`src/rtl/wb_regfile_if.sv`:
```
// MEM/WB write-back and decode read-port bundle for wb_regfile.
// Master drives the pipeline/decode side; slave is the register file.
interface wb_regfile_if #(
  parameter int DATA_W = 32,
  parameter int ADDR_W = 5,
  parameter int CNT_W  = 32
);
  logic              en;
  logic [ADDR_W-1:0] rd_addr_w;
  logic              rd_wr_w;
  logic              wb_sel_w;
  logic [DATA_W-1:0] alu_data_w;
  logic [DATA_W-1:0] ld_data_w;
  logic [ADDR_W-1:0] rs1_addr;
  logic [ADDR_W-1:0] rs2_addr;
  logic [DATA_W-1:0] rs1_data;
  logic [DATA_W-1:0] rs2_data;
  logic [DATA_W-1:0] wb_data;
  logic              wb_commit;
  logic [CNT_W-1:0]  wb_count;

  modport master (
    output en, rd_addr_w, rd_wr_w, wb_sel_w, alu_data_w, ld_data_w,
    output rs1_addr, rs2_addr,
    input  rs1_data, rs2_data, wb_data, wb_commit, wb_count
  );

  modport slave (
    input  en, rd_addr_w, rd_wr_w, wb_sel_w, alu_data_w, ld_data_w,
    input  rs1_addr, rs2_addr,
    output rs1_data, rs2_data, wb_data, wb_commit, wb_count
  );
endinterface

```
`src/rtl/wb_regfile.sv`:
```
// Write-back stage: selects WB data, commits it to the integer register file,
// serves two combinational read ports. WB_REGFILE_BYPASS_EN adds write-through.
module wb_regfile #(
  parameter int DATA_W   = 32,
  parameter int NUM_REGS = 32,
  parameter int ADDR_W   = 5,
  parameter int CNT_W    = 32
) (
  input  logic           clk,
  input  logic           rst,
  wb_regfile_if.slave    bus
);

  // Entry 0 has no storage; it is synthesised as a constant zero on reads.
  logic [DATA_W-1:0] regs_q [1:NUM_REGS-1];
  logic [DATA_W-1:0] regs_d [1:NUM_REGS-1];
  logic [CNT_W-1:0]  cnt_q;
  logic [CNT_W-1:0]  cnt_d;

  logic [DATA_W-1:0] wb_data_c;
  logic              wb_commit_c;
  logic [DATA_W-1:0] rs1_c;
  logic [DATA_W-1:0] rs2_c;

  always_comb begin
    wb_data_c   = bus.wb_sel_w ? bus.ld_data_w : bus.alu_data_w;
    wb_commit_c = bus.en & bus.rd_wr_w & (bus.rd_addr_w != '0);
  end

  always_comb begin
    regs_d = regs_q;
    cnt_d  = cnt_q;
    if (wb_commit_c) begin
      cnt_d = cnt_q + CNT_W'(1);
    end
    for (int i = 1; i < NUM_REGS; i++) begin
      if (wb_commit_c && (bus.rd_addr_w == ADDR_W'(i))) begin
        regs_d[i] = wb_data_c;
      end
    end
  end

  always_ff @(posedge clk or posedge rst) begin
    if (rst) begin
      for (int i = 1; i < NUM_REGS; i++) begin
        regs_q[i] <= '0;
      end
      cnt_q <= '0;
    end else begin
      for (int i = 1; i < NUM_REGS; i++) begin
        regs_q[i] <= regs_d[i];
      end
      cnt_q <= cnt_d;
    end
  end

  always_comb begin
    rs1_c = '0;
    rs2_c = '0;
    for (int i = 1; i < NUM_REGS; i++) begin
      if (bus.rs1_addr == ADDR_W'(i)) rs1_c = regs_q[i];
      if (bus.rs2_addr == ADDR_W'(i)) rs2_c = regs_q[i];
    end
`ifdef WB_REGFILE_BYPASS_EN
    // wb_commit_c already excludes x0, so bypass can never expose a nonzero x0.
    if (wb_commit_c && (bus.rs1_addr == bus.rd_addr_w)) rs1_c = wb_data_c;
    if (wb_commit_c && (bus.rs2_addr == bus.rd_addr_w)) rs2_c = wb_data_c;
`else
    // Same-cycle reads return the old value; the forwarding unit uses wb_data.
`endif
  end

  assign bus.wb_data   = wb_data_c;
  assign bus.wb_commit = wb_commit_c;
  assign bus.rs1_data  = rs1_c;
  assign bus.rs2_data  = rs2_c;
  assign bus.wb_count  = cnt_q;

endmodule

```
`src/flat_wrapper.sv`:
```
// flat-port wrapper written by rule: the top's interface ports become plain ports
module wb_regfile_flat 
#(
  parameter int DATA_W   = 32,
  parameter int NUM_REGS = 32,
  parameter int ADDR_W   = 5,
  parameter int CNT_W    = 32
)
  (clk, rst, bus_en, bus_rd_addr_w, bus_rd_wr_w, bus_wb_sel_w, bus_alu_data_w, bus_ld_data_w, bus_rs1_addr, bus_rs2_addr, bus_rs1_data, bus_rs2_data, bus_wb_data, bus_wb_commit, bus_wb_count);
  wb_regfile_if #(.DATA_W(DATA_W), .ADDR_W(ADDR_W), .CNT_W(CNT_W)) bus_i ();
  input  logic clk;
  input  logic rst;
  input wire logic [$bits(bus_i.en)-1:0] bus_en;
  input wire logic [$bits(bus_i.rd_addr_w)-1:0] bus_rd_addr_w;
  input wire logic [$bits(bus_i.rd_wr_w)-1:0] bus_rd_wr_w;
  input wire logic [$bits(bus_i.wb_sel_w)-1:0] bus_wb_sel_w;
  input wire logic [$bits(bus_i.alu_data_w)-1:0] bus_alu_data_w;
  input wire logic [$bits(bus_i.ld_data_w)-1:0] bus_ld_data_w;
  input wire logic [$bits(bus_i.rs1_addr)-1:0] bus_rs1_addr;
  input wire logic [$bits(bus_i.rs2_addr)-1:0] bus_rs2_addr;
  output wire logic [$bits(bus_i.rs1_data)-1:0] bus_rs1_data;
  output wire logic [$bits(bus_i.rs2_data)-1:0] bus_rs2_data;
  output wire logic [$bits(bus_i.wb_data)-1:0] bus_wb_data;
  output wire logic [$bits(bus_i.wb_commit)-1:0] bus_wb_commit;
  output wire logic [$bits(bus_i.wb_count)-1:0] bus_wb_count;
  assign bus_i.en = bus_en;
  assign bus_i.rd_addr_w = bus_rd_addr_w;
  assign bus_i.rd_wr_w = bus_rd_wr_w;
  assign bus_i.wb_sel_w = bus_wb_sel_w;
  assign bus_i.alu_data_w = bus_alu_data_w;
  assign bus_i.ld_data_w = bus_ld_data_w;
  assign bus_i.rs1_addr = bus_rs1_addr;
  assign bus_i.rs2_addr = bus_rs2_addr;
  assign bus_rs1_data = bus_i.rs1_data;
  assign bus_rs2_data = bus_i.rs2_data;
  assign bus_wb_data = bus_i.wb_data;
  assign bus_wb_commit = bus_i.wb_commit;
  assign bus_wb_count = bus_i.wb_count;
  wb_regfile #(.DATA_W(DATA_W), .NUM_REGS(NUM_REGS), .ADDR_W(ADDR_W), .CNT_W(CNT_W)) u_core (.clk(clk), .rst(rst), .bus(bus_i));
endmodule
```
`config.mk`:
```
export PLATFORM = sky130hd
export DESIGN_NAME = wb_regfile_flat
export DESIGN_NICKNAME = d
export VERILOG_FILES = /design/src/rtl/wb_regfile_if.sv /design/src/rtl/wb_regfile.sv /design/src/flat_wrapper.sv
export SDC_FILE = /design/constraint.sdc
export NUM_CORES = 2
export LEC_CHECK = 0
export ABC_AREA = 1
export ABC_CLOCK_PERIOD_IN_PS = 38400
export BUFFER_PORTS_ARGS = -buffer_cell sky130_fd_sc_hd__buf_2
export CORE_MARGIN = 1
export CORE_UTILIZATION = 55
export CTS_CLUSTER_DIAMETER = 100
export DETAILED_ROUTE_END_ITERATION = 10
export PLACE_DENSITY = 0.72
export SYNTH_ARGS = -nofsm -noshare
export SYNTH_HDL_FRONTEND = slang
export SYNTH_SLANG_ARGS = --single-unit
```
`constraint.sdc`:
```
create_clock -name clk -period 38.4 [get_ports clk]
set_clock_uncertainty 0.15 [all_clocks]
set_input_delay 3.84 -clock clk [delete_from_list [all_inputs] [get_ports clk]]
set_output_delay 3.84 -clock clk [all_outputs]
set_load 0.01 [all_outputs]
```
---- After elaboration in Yosys (flattened, before gate mapping) ----
Index checks and enable logic that the tools add are counted.
word-level totals
  flip-flop bits (word level) ............. 1024
  bits of input ports ..................... 84
  output and inout bits ................... 129
  word-level logic and storage cells ...... 223
operators by class
  add/subtract/negate cells ............... 1
  eq/ne operators ......................... 93
  multiplexer cells ....................... 63
  bitwise operators ....................... 2
  reductions and logical operators ........ 32
operators with widths
  cell                   count
  $mux 32                63
  $eq 5x5->1 const B     48
  $eq 5x4->1 const B     24
  $eq 5x3->1 const B     12
  $add 32x1->32 const B  1
  $logic_and 1x1->1      31
  $eq 5x2->1 const B     6
  $eq 5x1->1 const B     3
  $reduce_bool 5->1      1
  $and 1x1->1            2

---- Longest topological paths before layout ----
  depth after elaboration ................. 32
  gate-level depth with buffers ........... 23
  mapped depth without buffers ............ 22

---- Worst setup path after synthesis ----
Ideal clock, no wire load.
  path kind ............................... input to output
  start point ............................. input port bus_rs2_addr[4]
  end point ............................... output port bus_rs2_data[20]
  arrival time ............................ 5.709 ns
  data required time ...................... 34.410 ns
  setup slack ............................. 28.701 ns
  stages .................................. 19
  path buffers ............................ 4
  cells stage by stage .................... buf_4 > inv_4 > buf_2 > buf_2 > buf_2 > o2111ai_1 > nand4_1 > nand2_1 > nand4_1 > nand2_1 > nand4_1 > nor3_1 > nand4_1 > nor2_1 > nand4_1 > nor2_1 > nand4_1 > nor2_1 > nand4_1
between the ends
  cells in the longest elaborated chain, start to end .. 32
  elaborated cells between the ends (all ways) .. 62
  classes of those cells .................. 31 x eq/ne; 31 x mux
ends and longest elaborated chain
  what                    RTL line            source
  start: declaration      flat_wrapper.sv:20  input wire logic [$bits(bus_i.rs2_addr)-1:0] bus_rs2_addr;
  $eq 5x1->1              wb_regfile.sv:62    if (bus.rs2_addr == ADDR_W'(i)) rs2_c = regs_q[i];
  $mux 32 (30 in series)  wb_regfile.sv:62
  $mux 32 *               wb_regfile.sv:62
  end: declaration        flat_wrapper.sv:22  output wire logic [$bits(bus_i.rs2_data)-1:0] bus_rs2_data;
Mark *: on every way between the ends. The rest lies on a longest branch, timed or not.

---- Worst setup path after layout ----
  start point ............................. input port bus_rs1_addr[4]
  end point ............................... output port bus_rs1_data[9]
between the ends
  cells in the longest elaborated chain, start to end .. 32
  elaborated cells between the ends (all ways) .. 62
  classes of those cells .................. 31 x eq/ne; 31 x mux
ends and longest elaborated chain
  what                    RTL line            source
  start: declaration      flat_wrapper.sv:19  input wire logic [$bits(bus_i.rs1_addr)-1:0] bus_rs1_addr;
  $eq 5x1->1              wb_regfile.sv:61    if (bus.rs1_addr == ADDR_W'(i)) rs1_c = regs_q[i];
  $mux 32 (30 in series)  wb_regfile.sv:61
  $mux 32 *               wb_regfile.sv:61
  end: declaration        flat_wrapper.sv:21  output wire logic [$bits(bus_i.rs1_data)-1:0] bus_rs1_data;
Marked as above.

==> results.cfg <==
[placed_design]
gp_congestion = 1.01
place_hpwl_mm = 129
portBuffers = 212
dp_cells = 8435

[logic_synthesis]
ys_types = 40
yosysTopAreaCell = dfrtp_1
synth.cell_area_um2 = 52700
synthMuxAreaShare_pct = 0
seq_area_frac_synth_pct = 48.6
synth-compound-area-share_pct = 10.2
syn_inst = 7315
synth_warnings = 0
ys.flop_type = dfrtp_1
synth_seq_cells = 1024
synth.most_common_cell = nand2_1
netlist_top_cells_count = 2463 x nand2_1, 1024 x dfrtp_1, 997 x nor2_1
synth_area_per_cell_um2 = 7.20
synth-edff-count = 0
synth_top_family_by_area = simple AND/OR/NAND/NOR gates
synthSimpleGateAreaFrac_pct = 33.8
synth_nets = 7400
ys_async_sr_fraction_pct = 100
synth-xor-area-share_pct = 0.399
yosys-top-cells-area = dfrtp_1 49%, nand2_1 18%, o21ai_0 7.9%, nor2_1 7.1%, nand4_1 6.7%
synth_top_area_share_pct = 48.6
synth_adder_area_share_pct = 0.0237

[pwr]
p_seq_share_pct = 47.1
p_switching_mw = 0.860
switching_share_pct = 29.9
powerDensity_nw_per_um2 = 49.2
internal_power_mw = 2.02
irDropWorstVdd_v = 0.0000399
comb_power_share_pct = 13.9
leakagePower_nw = 26.6
p_clk_share_pct = 39.0

[worst_setup_path]
rr_worst_depth = 15
worst_ep_arrival_time_ns = 8.63
worst-r2r-setup-slack_ns = 35.64
critPathSlowestCell = buf_4
cp_max_fo = 81
required_ns = 34.41
cp-end-kind = primary output
cp_slowest_stage_delay_ns = 0.53
rr_endpoint = u_core.bus.wb_count[30]
path_class = in2out
crit_top_cell = nor2_1
rr_startpoint = u_core.bus.wb_count[0]
cp-start-kind = input pin
path_cells = buf_2, clkinv_2, buf_4, nand2_1, nor2_1, buf_4, inv_1, buf_4, nor2_1, nor2_1, nand4_1, nor2_1, nand4_1, nor2_1, nand4_1, nor2_1, nand4_1, nor2_1, nand4_1, nor2_1, nand4_1, nor2_1, nand4_1, buf_2

[sta]
setup_violations = 0
finalMaxSlewViolations = 0
timing.final.crit_share_pct = 32.9
min_period_ns = 12.62
hold_violations = 0
worstMarginPinSlew_ns = 1.25
slew_headroom_pct = 16.2
tns_ns = 0
fmax_mhz = 79.3
rsz0062_at_grt = false

[clock_network]
htreeDepth = 3
post-cts-setup-buffer-count = 0
root_buffer = clkbuf_16
cts-resized-gates = 0
clock_path_buffers = 3
clk_pin_slew_ns = 0.06
clock_sink_count = 1024
hold_buffers = 0
tritoncts = built
cts_buffers = 111
clk_latency_ns = 0.71

[finish]
seq_area_um2 = 25600
drive_gt1_share_pct = 8.65
finalNonFillerCells = 8647
multi_input_area_um2 = 23700
area_growth_pct = 11.0
finalNetCount = 7368
num-fill-cells = 8463

[global_routing]
grt_pass1_vias = 48500
grt_start_max_net_pins = 112
track_usage_pct = 40.7
met1_usage_pct = 54.7
grt_busiest_layer = met2
grtUsageMet2_pct = 59.8
globalRouteMet3Util_pct = 11.4
antenna_found_initial = 12
overflow = 0
grt_pass1_wl_mm = 300

[floorplanning]
die_h_um = 312
start_util_pct = 55.5
coreArea_um2 = 95000
io_pins = 213
die_w_um = 312
placementRows = 113
die_area_um2 = 97100

[detailed_routing]
vias = 52400
drt_wl_total_mm = 200
antenna_left = 0
routed_via_density = 6.06
drc = 0
drtPass1Iterations = 9
wl_per_cell_um = 23.1
drt_iter0_drc = 7777

[min_path]
hp-start = u_core.bus.wb_count[31]
whs_path_depth = 1
hold_path_end = u_core.bus.wb_count[31]
min_path_type = reg2reg

[flow_run]
cap_violations = 0

[outcome]
status = completed
==> metal layers <==
metal,up-vias,routed length [um]
met1,24800,76500
li1,23500,-
met5,-,23
met3,647,26000
met4,4,11400
met2,3443,85600
==> state kept, by name, indices dropped and copies added, names as in the netlist <==
register	cells
u_core.regs_q	992
u_core.bus.wb_count	32
==> cells in the final DEF (no fill, tap or decap), types with 15 or more instances in the layout <==
master / netlist / routed
nand2_1: 2463 / 2455
dfrtp_1: 1024 / 1024
nor2_1: 997 / 980
o21ai_0: 832 / 832
nand4_1: 564 / 564
inv_1: 437 / 435
a21oi_1: 226 / 226
buf_2: 49 / 212
buf_4: 4 / 125
clkbuf_16: 0 / 112
nand3_1: 111 / 100
clkbuf_1: 414 / 38
nor2_2: 17 / 31
clkbuf_8: 0 / 31
or2_2: 26 / 26
clkinv_1: 21 / 21
nor3_1: 35 / 19
nor3_2: 4 / 17
xor2_1: 17 / 17
inv_2: 15 / 15
==> worst max path at each step <==
stage | startpoint | end | slack, ns
2_1_floorplan | rst | u_core.bus.wb_count[0] | 5.59
3_3_place_gp | bus_rs1_addr[4] | bus_rs1_data[9] | 25.95
3_5_place_dp | bus_rs1_addr[4] | bus_rs1_data[9] | 25.95
4_1_cts | bus_rs1_addr[4] | bus_rs1_data[9] | 25.95
5_1_grt | bus_rs1_addr[4] | bus_rs1_data[3] | 25.60
6_report | bus_rs1_addr[4] | bus_rs1_data[9] | 25.78
==> critical path: cells and delay by family <==
family / cells / cell delay (ns)
buffers and inverters: 7 / 1.97
and+or+nand+nor: 17 / 2.78
==> power by group through the flow <==
| stage | Sequential (mW) | Combinational, mW | Clock, mW |
|---|---|---|---|
| 3_3_place_gp | 1.36 | 0.380 | 0 |
| 6_report | 1.35 | 0.401 | 1.12 |
| 2_1_floorplan | 1.34 | 0.253 | 0 |
| 3_5_place_dp | 1.36 | 0.392 | 0 |
| 4_1_cts | 1.35 | 0.393 | 1.13 |
| 5_1_grt | 1.37 | 0.444 | 1.17 |
==> cell families (layout without fill, tap and decap cells) <==
logic type,Yosys count,count (layout)
AOI/OAI and AO/OA,1067,1067
xor gates and xnor gates,24,24
adders and majority gates,1,1
buffers and inverters,956,1015
DFF,1024,1024
other,0,8
and+or+nand+nor,4243,4243
==> cell type report <==
cell class / count / share of cell area (%)
clock buffers: 181 / 5.76
repair buffers: 337 / 3.42
well taps: 1265 / 2.71
flip-flops and latches: 1024 / 43.8
inverters: 474 / 3.06
diodes: 8 / 0.0342
multi-input cells: 5335 / 40.5
clock inverters: 23 / 0.755
==> through the flow <==
| stage | worst slack [ns] | hold slack (ns) | total power [mW] | util, % | area, um2 |
|---|---|---|---|---|---|
| 6_report | 25.78 | 0.333 | 2.88 | 61.6 | 58500 |
| 5_1_grt | 25.60 | 0.352 | 2.99 | 61.6 | 58500 |
| 2_1_floorplan | 5.59 | 0.303 | 1.60 | - | 52700 |
| 3_3_place_gp | 25.95 | 0.303 | 1.74 | 57.5 | 54700 |
| 3_5_place_dp | 25.95 | 0.317 | 1.76 | 57.5 | 54700 |
| 4_1_cts | 25.95 | 0.332 | 2.87 | 61.5 | 58500 |
(Power assumes the default switching activity.)
